--- config.mk ---
export PLATFORM = sky130hd
export DESIGN_NAME = hazard_stall_unit
export DESIGN_NICKNAME = d
export VERILOG_FILES = /design/src/rtl/hazard_stall_unit_pkg.sv /design/src/rtl/muldiv_stall_timer.sv /design/src/rtl/hazard_stall_unit.sv
export SDC_FILE = /design/constraint.sdc
export NUM_CORES = 1
export LEC_CHECK = 0
export BUFFER_PORTS_ARGS = -buffer_cell sky130_fd_sc_hd__buf_2
export CORE_UTILIZATION = 30
export DETAILED_ROUTE_END_ITERATION = 16
export PLACE_DENSITY_LB_ADDON = 0.3
export SLEW_MARGIN = 20
export SYNTH_ARGS = -nofsm -noshare
export SYNTH_HDL_FRONTEND = slang
export SYNTH_HIERARCHICAL = 1
export SYNTH_SLANG_ARGS = --single-unit
export TNS_END_PERCENT = 10
--- constraint.sdc ---
create_clock -name clk -period 7.9 [get_ports clk]
set_input_delay 0.395 -clock clk [delete_from_list [all_inputs] [get_ports clk]]
set_output_delay 0.395 -clock clk [all_outputs]
set_load 0.1 [all_outputs]
--- src/rtl/hazard_stall_unit_pkg.sv ---
// Shared definitions for the hazard/stall unit: FSM encodings, control bundle,
// default control values and the load-use compare.
package hazard_stall_unit_pkg;

    localparam int unsigned REG_ADDR_W  = 5;
    localparam int unsigned TIMER_WIDTH = 8;

    localparam logic [0:0] ST_RUN     = 1'b0;
    localparam logic [0:0] ST_MD_BUSY = 1'b1;

    typedef struct packed {
        logic pc_write;
        logic if_id_write;
        logic id_ex_write;
        logic if_id_flush;
        logic id_ex_flush;
        logic ex_mem_flush;
    } hazard_ctrl_t;

    // Pipeline runs freely, nothing squashed.
    localparam hazard_ctrl_t CTRL_DEFAULT = '{
        pc_write: 1'b1, if_id_write: 1'b1, id_ex_write: 1'b1,
        if_id_flush: 1'b0, id_ex_flush: 1'b0, ex_mem_flush: 1'b0
    };

    // Front end held while mul/div occupies EX; EX/MEM gets bubbles.
    localparam hazard_ctrl_t CTRL_FREEZE = '{
        pc_write: 1'b0, if_id_write: 1'b0, id_ex_write: 1'b0,
        if_id_flush: 1'b0, id_ex_flush: 1'b0, ex_mem_flush: 1'b1
    };

    // Hold IF and ID, insert one bubble into ID/EX.
    localparam hazard_ctrl_t CTRL_BUBBLE = '{
        pc_write: 1'b0, if_id_write: 1'b0, id_ex_write: 1'b1,
        if_id_flush: 1'b0, id_ex_flush: 1'b1, ex_mem_flush: 1'b0
    };

    // Squash the wrong-path instructions in IF/ID and ID/EX; fetch the target.
    localparam hazard_ctrl_t CTRL_BRANCH = '{
        pc_write: 1'b1, if_id_write: 1'b1, id_ex_write: 1'b1,
        if_id_flush: 1'b1, id_ex_flush: 1'b1, ex_mem_flush: 1'b0
    };

    function automatic logic load_use_hit(
        input logic                  mem_read,
        input logic [REG_ADDR_W-1:0] rd,
        input logic [REG_ADDR_W-1:0] rs1,
        input logic [REG_ADDR_W-1:0] rs2,
        input logic                  uses_rs1,
        input logic                  uses_rs2
    );
        return mem_read && (rd != '0) &&
               ((uses_rs1 && (rd == rs1)) || (uses_rs2 && (rd == rs2)));
    endfunction

endpackage

--- src/rtl/muldiv_stall_timer.sv ---
// Down-counter tracking the remaining frozen cycles of a mul/div op in EX.
module muldiv_stall_timer #(
    parameter int unsigned WIDTH = 8
) (
    input  logic             clk,
    input  logic             rst,
    input  logic             load_i,
    input  logic [WIDTH-1:0] load_val_i,
    input  logic             dec_i,
    output logic             zero_c
);

    logic [WIDTH-1:0] cnt_q;
    logic [WIDTH-1:0] cnt_d;

    always_comb begin
        cnt_d = cnt_q;
        if (load_i) begin
            cnt_d = load_val_i;
        end else if (dec_i && (cnt_q != '0)) begin
            cnt_d = cnt_q - WIDTH'(1);
        end
    end

    always_ff @(posedge clk) begin
        if (rst) begin
            cnt_q <= '0;
        end else begin
            cnt_q <= cnt_d;
        end
    end

    assign zero_c = (cnt_q == '0);

endmodule

--- src/rtl/hazard_stall_unit.sv ---
// Stall/flush controller for the 5-stage core: load-use bubbles, taken-branch
// squash, mul/div front-end freeze and a saturating stall-cycle counter.
module hazard_stall_unit
    import hazard_stall_unit_pkg::*;
#(
    parameter int unsigned MULDIV_LATENCY = 4,
    parameter int unsigned CNT_WIDTH      = 32
) (
    input  logic                  clk,
    input  logic                  rst,
    input  logic [REG_ADDR_W-1:0] IF_ID_Rs1,
    input  logic [REG_ADDR_W-1:0] IF_ID_Rs2,
    input  logic                  IF_ID_uses_rs1,
    input  logic                  IF_ID_uses_rs2,
    input  logic                  ID_EX_mem_read,
    input  logic [REG_ADDR_W-1:0] ID_EX_Rd,
    input  logic                  EX_branch_taken,
    input  logic                  EX_muldiv,
    output logic                  PC_write,
    output logic                  IF_ID_write,
    output logic                  ID_EX_write,
    output logic                  IF_ID_flush,
    output logic                  ID_EX_flush,
    output logic                  EX_MEM_flush,
    output logic                  busy,
    output logic [CNT_WIDTH-1:0]  stall_count
);

    // The op's first EX cycle is spent in RUN and its last in MD_BUSY at zero.
    localparam logic [TIMER_WIDTH-1:0] TIMER_LOAD = TIMER_WIDTH'(MULDIV_LATENCY - 2);

    logic [0:0]           state_q;
    logic [0:0]           state_d;
    logic                 busy_q;
    logic                 busy_d;
    logic [CNT_WIDTH-1:0] stall_count_q;
    logic [CNT_WIDTH-1:0] stall_count_d;

    hazard_ctrl_t ctrl_c;
    logic         load_use_c;
    logic         timer_load_c;
    logic         timer_dec_c;
    logic         timer_zero_c;

    assign load_use_c = load_use_hit(ID_EX_mem_read, ID_EX_Rd, IF_ID_Rs1, IF_ID_Rs2,
                                     IF_ID_uses_rs1, IF_ID_uses_rs2);

    muldiv_stall_timer #(
        .WIDTH (TIMER_WIDTH)
    ) u_timer (
        .clk        (clk),
        .rst        (rst),
        .load_i     (timer_load_c),
        .load_val_i (TIMER_LOAD),
        .dec_i      (timer_dec_c),
        .zero_c     (timer_zero_c)
    );

    // Next state and control outputs.
    always_comb begin
        ctrl_c       = CTRL_DEFAULT;
        state_d      = state_q;
        timer_load_c = 1'b0;
        timer_dec_c  = 1'b0;
        if (rst) begin
            state_d = ST_RUN;
        end else begin
            case (state_q)
                ST_RUN: begin
                    if (EX_branch_taken) begin
                        ctrl_c = CTRL_BRANCH;
                    end else if (EX_muldiv) begin
                        ctrl_c       = CTRL_FREEZE;
                        state_d      = ST_MD_BUSY;
                        timer_load_c = 1'b1;
                    end else if (load_use_c) begin
                        ctrl_c = CTRL_BUBBLE;
                    end
                end
                ST_MD_BUSY: begin
                    // Zero means the op's final EX cycle: release without
                    // retriggering on the still-high EX_muldiv level.
                    if (!timer_zero_c) begin
                        ctrl_c      = CTRL_FREEZE;
                        timer_dec_c = 1'b1;
                    end else begin
                        state_d = ST_RUN;
                    end
                end
                default: begin
                    state_d = ST_RUN;
                end
            endcase
        end
    end

    // Registered status: busy mirrors the next state, counter saturates.
    always_comb begin
        busy_d        = (state_d == ST_MD_BUSY);
        stall_count_d = stall_count_q;
        if (rst) begin
            stall_count_d = '0;
        end else if (!ctrl_c.pc_write && (stall_count_q != '1)) begin
            stall_count_d = stall_count_q + CNT_WIDTH'(1);
        end
    end

    always_ff @(posedge clk) begin
        if (rst) begin
            state_q       <= ST_RUN;
            busy_q        <= 1'b0;
            stall_count_q <= '0;
        end else begin
            state_q       <= state_d;
            busy_q        <= busy_d;
            stall_count_q <= stall_count_d;
        end
    end

    assign PC_write     = ctrl_c.pc_write;
    assign IF_ID_write  = ctrl_c.if_id_write;
    assign ID_EX_write  = ctrl_c.id_ex_write;
    assign IF_ID_flush  = ctrl_c.if_id_flush;
    assign ID_EX_flush  = ctrl_c.id_ex_flush;
    assign EX_MEM_flush = ctrl_c.ex_mem_flush;
    assign busy         = busy_q;
    assign stall_count  = stall_count_q;

endmodule

==> summary.txt <==
Logic synthesis
  • Mean Syn Cell Area: between 8 and 9 µm²
  • Area share of fa/ha/maj cells after synthesis: under 10%
  • Cell count after synthesis: between 200 and 300
  • Yosys cell types: 53
  • Largest cells by area after synthesis: dfxtp_1 34%, or3_1 5.1%, a21oi_1 4.9%
  • Syn. warnings: 6
  • Commonest cells post-synth: 41 x dfxtp_1, 24 x a21oi_1, 22 x nand2_1
  • Mapped cell area: 2450 µm²
  • Synth Area in Compound Gates: between 10% and 20%
  • Count leader, synth: dfxtp_1
  • Mux cell area share after synthesis: 2.71%
  • Largest area contributor in the netlist: dfxtp_1
  • Seq/Total Area, Yosys: 33.5%
  • Seq cells post-synth: between 40 and 50
  • Top FF cell, synth: dfxtp_1
  • Synth async-reset ratio: 0%
  • Post-synth EDFFs: 0
  • Top cell type's share of synthesized area: between 30 and 40%
  • Synth Area in XOR/XNOR: under 10%
  • Largest family of logic cells by synthesized area: simple AND/OR/NAND/NOR gates
  • Post-synthesis simple-gate area fraction: between 30% and 40%

Critical path
  • CP cell instances: or4_4 > nor4_1 > nor3b_2 > or2_2 > o21ai_2 > buf_4 > buf_2
  • Worst setup path category: flop to output pin
  • R2R depth: 8
  • Worst setup SP type: flop
  • Critical Path Max Stage Delay: between 0.5 and 0.6 ns
  • CP Capture Type: output pin
  • Worst r2r src: u_timer/cnt_q[2]
  • Worst reg-to-reg setup slack: roughly 5 ns
  • Worst path slowest cell: or4_4
  • Crit path DAT: about 3.0 ns
  • WP data required: ~7.5 ns
  • Crit-path max FO: 40
  • Worst reg2reg endpoint: stall_count[10]

Route
  • Vias: about 2400
  • Remaining DRCs: 0
  • Total routed wirelength: 6040 µm
  • Detailed router's first-iteration violation count: 108
  • DRT Pass-1 Iters: 4
  • DR WL/cell: roughly 13 µm
  • Post-DRT Antenna Nets: 0
  • DR vias/cell: 5.23

Finish
  • Filler cell count in the final layout: between 800 and 900
  • Area Overhead vs Synth: 20.4%
  • Ant. Diodes: 0
  • Layout cells sized above 1: around 28%
  • Final Net Count: 385

Die
  • Die Y-Extent: 92.3 µm
  • Rows: 32
  • Boundary pin count: 61
  • Core ar.: between 7000 and 8000 µm²
  • Initial core utilization: a little under a third
  • Die boundary width: between 90 and 100 µm
  • Die ar.: about 8500 µm²

Global routing
  • Largest net degree at the start of global routing: between 40 and 50
  • Initial antenna violation count: 0
  • All-Layer GR Usage: approximately 14%
  • Vias in the first global route: 2200
  • First-pass GRT wire length: about 10000 µm
  • Grt ovf: 0

Clock network
  • Clk sinks: slightly above 40
  • CTS clk-pin slew, worst paths: 0.09 ns
  • CTS Hold Buffers Added: 0
  • CTS root buffer: clkbuf_8
  • Htree depth: 2
  • Post-CTS setup buffers: 0
  • CTS Buf Count: 5
  • CTS tree: yes
  • Clk_lat worst skew: just under 0.3 ns
  • Resized cells post-CTS: 0
  • Clk buf depth: 2

Power
  • Power, Total: 0.426 mW
  • Max VDD drop: 0.0587 mV
  • Leakage: around 1.1 nW
  • Power Density: between 100 and 150 nW/µm²

Place
  • Routability Congestion: 0.763
  • Buffers on Ports: 60
  • Final HPWL from detailed placement: 4420 µm

Timing
  • Slew headroom: ~58%
  • Final setup fails: 0
  • Fmax: roughly 290 MHz
  • Max Slew Vio Count: 0
  • Final Skew: roughly 0.012 ns
  • Final period utilization: a little over two fifths
  • Slew @ Worst Pin: approximately 0.63 ns
  • Final hold vios: 0
  • Unrepaired setup endpoints after global routing: false
  • Fin Setup TNS: 0 ns
  • Final critical-path required period: ~3.4 ns

Hold path
  • Worst hold endpoint: stall_count[26]
  • Class of the worst hold path: flop to flop
  • Hold depth: 2
  • Min-delay src: stall_count[26]

Status
  • Status: complete, no violations

Flow run
  • Max-cap violations: 0
## placed cells by master, fill, tap and decap left out, types with 2 or more instances in the layout
cell type / n
buf_2: 60
dfxtp_1: 41
a21oi_1: 24
nand2_1: 22
or3_1: 20
nor2_1: 18
o21ai_0: 18
nand3_1: 14
xnor2_1: 13
nor3_1: 8
inv_1: 8
conb_1: 8
or4_1: 7
nand4_1: 6
o31ai_1: 6
clkbuf_8: 6
or2_2: 5
nor3b_1: 5
nor2b_1: 5
nor4_1: 5
mux2_2: 5
and4_1: 3
o311ai_0: 3
xor2_1: 3
or4_2: 3
o211ai_1: 3
o21a_1: 3
or3_2: 3
ha_1: 3
and2_1: 2
o221a_2: 2
or4_4: 2
o41ai_1: 2
nand4b_1: 2
buf_4: 2
a311oi_1: 2
## registers in the layout, summed over array words and instances, names as in the netlist
name and flops:
stall_count 32, u_timer/cnt_q 8, busy 1
## cell type report
type / instances / area (µm²) / area share, %
Inverter: 9 / 33.8 / 1.15
Clock inverter: 2 / 13.8 / 0.467
Multi-Input combinational cell: 241 / 1550 / 52.7
Timing Repair Buffer: 62 / 315 / 10.7
Clock buffer: 6 / 82.6 / 2.80
Sequential cell: 41 / 821 / 27.8
Tap cell: 102 / 128 / 4.33
## worst max-delay path: cells and delay by family, from the launching register on
kind | cells | cell delay (ns)
AND/OR/NAND/NOR | 4 | 1.40
buffers and inverters | 2 | 0.82
flip-flops | 1 | 0.36
AO/OA/AOI/OAI | 1 | 0.15
## metrics by stage
step	hold WS [ns]	instance area [µm²]	worst slack, ns	util (%)	std cells
2_1_floorplan	0.480	2470	3.78	-	305
3_3_place_gp	0.493	2850	4.83	36.5	455
3_5_place_dp	0.496	2850	4.78	36.5	455
4_1_cts	0.509	2940	4.45	37.7	463
5_1_grt	0.540	2950	4.29	37.8	463
6_report	0.504	2950	4.48	37.8	463
## metal layers
layer | vias up | track usage (%) | routed length, µm
met5 | - | 0 | 0
met4 | 0 | 3.26 | 41
met3 | 4 | 3.12 | 229
met2 | 41 | 24.6 | 2900
met1 | 1145 | 18.2 | 2870
li1 | 1233 | - | -
## worst max-delay path by stage
stage                           startpoint  endpoint  slack, ns  cells past startpoint
final                     u_timer/cnt_q[2]  PC_write       4.48                      7
after global routing      u_timer/cnt_q[2]  PC_write       4.29                      7
after CTS                 u_timer/cnt_q[2]  PC_write       4.45                      7
after detailed placement  u_timer/cnt_q[2]  PC_write       4.78                      7
after global placement    u_timer/cnt_q[2]  PC_write       4.83                      7
after floorplan                       busy  PC_write       3.78                      7
## cell families (layout without fill, tap and decap cells)
logic type	after synthesis	count (layout)
AO/OA/AOI/OAI	72	72
XOR/XNOR	16	16
adder cells (fa/ha/maj)	3	3
buffers and inverters	23	79
flip-flops	41	41
multiplexers	6	6
other	2	8
AND/OR/NAND/NOR	136	136
## power by group
part           total, mW  leakage, nW  switching (mW)  internal (mW)
Sequential         0.213        0.331         0.00370          0.210
Combinational     0.0664        0.707          0.0441         0.0222
Clock              0.146       0.0512          0.0755         0.0709
(Power assumes the default switching activity.)
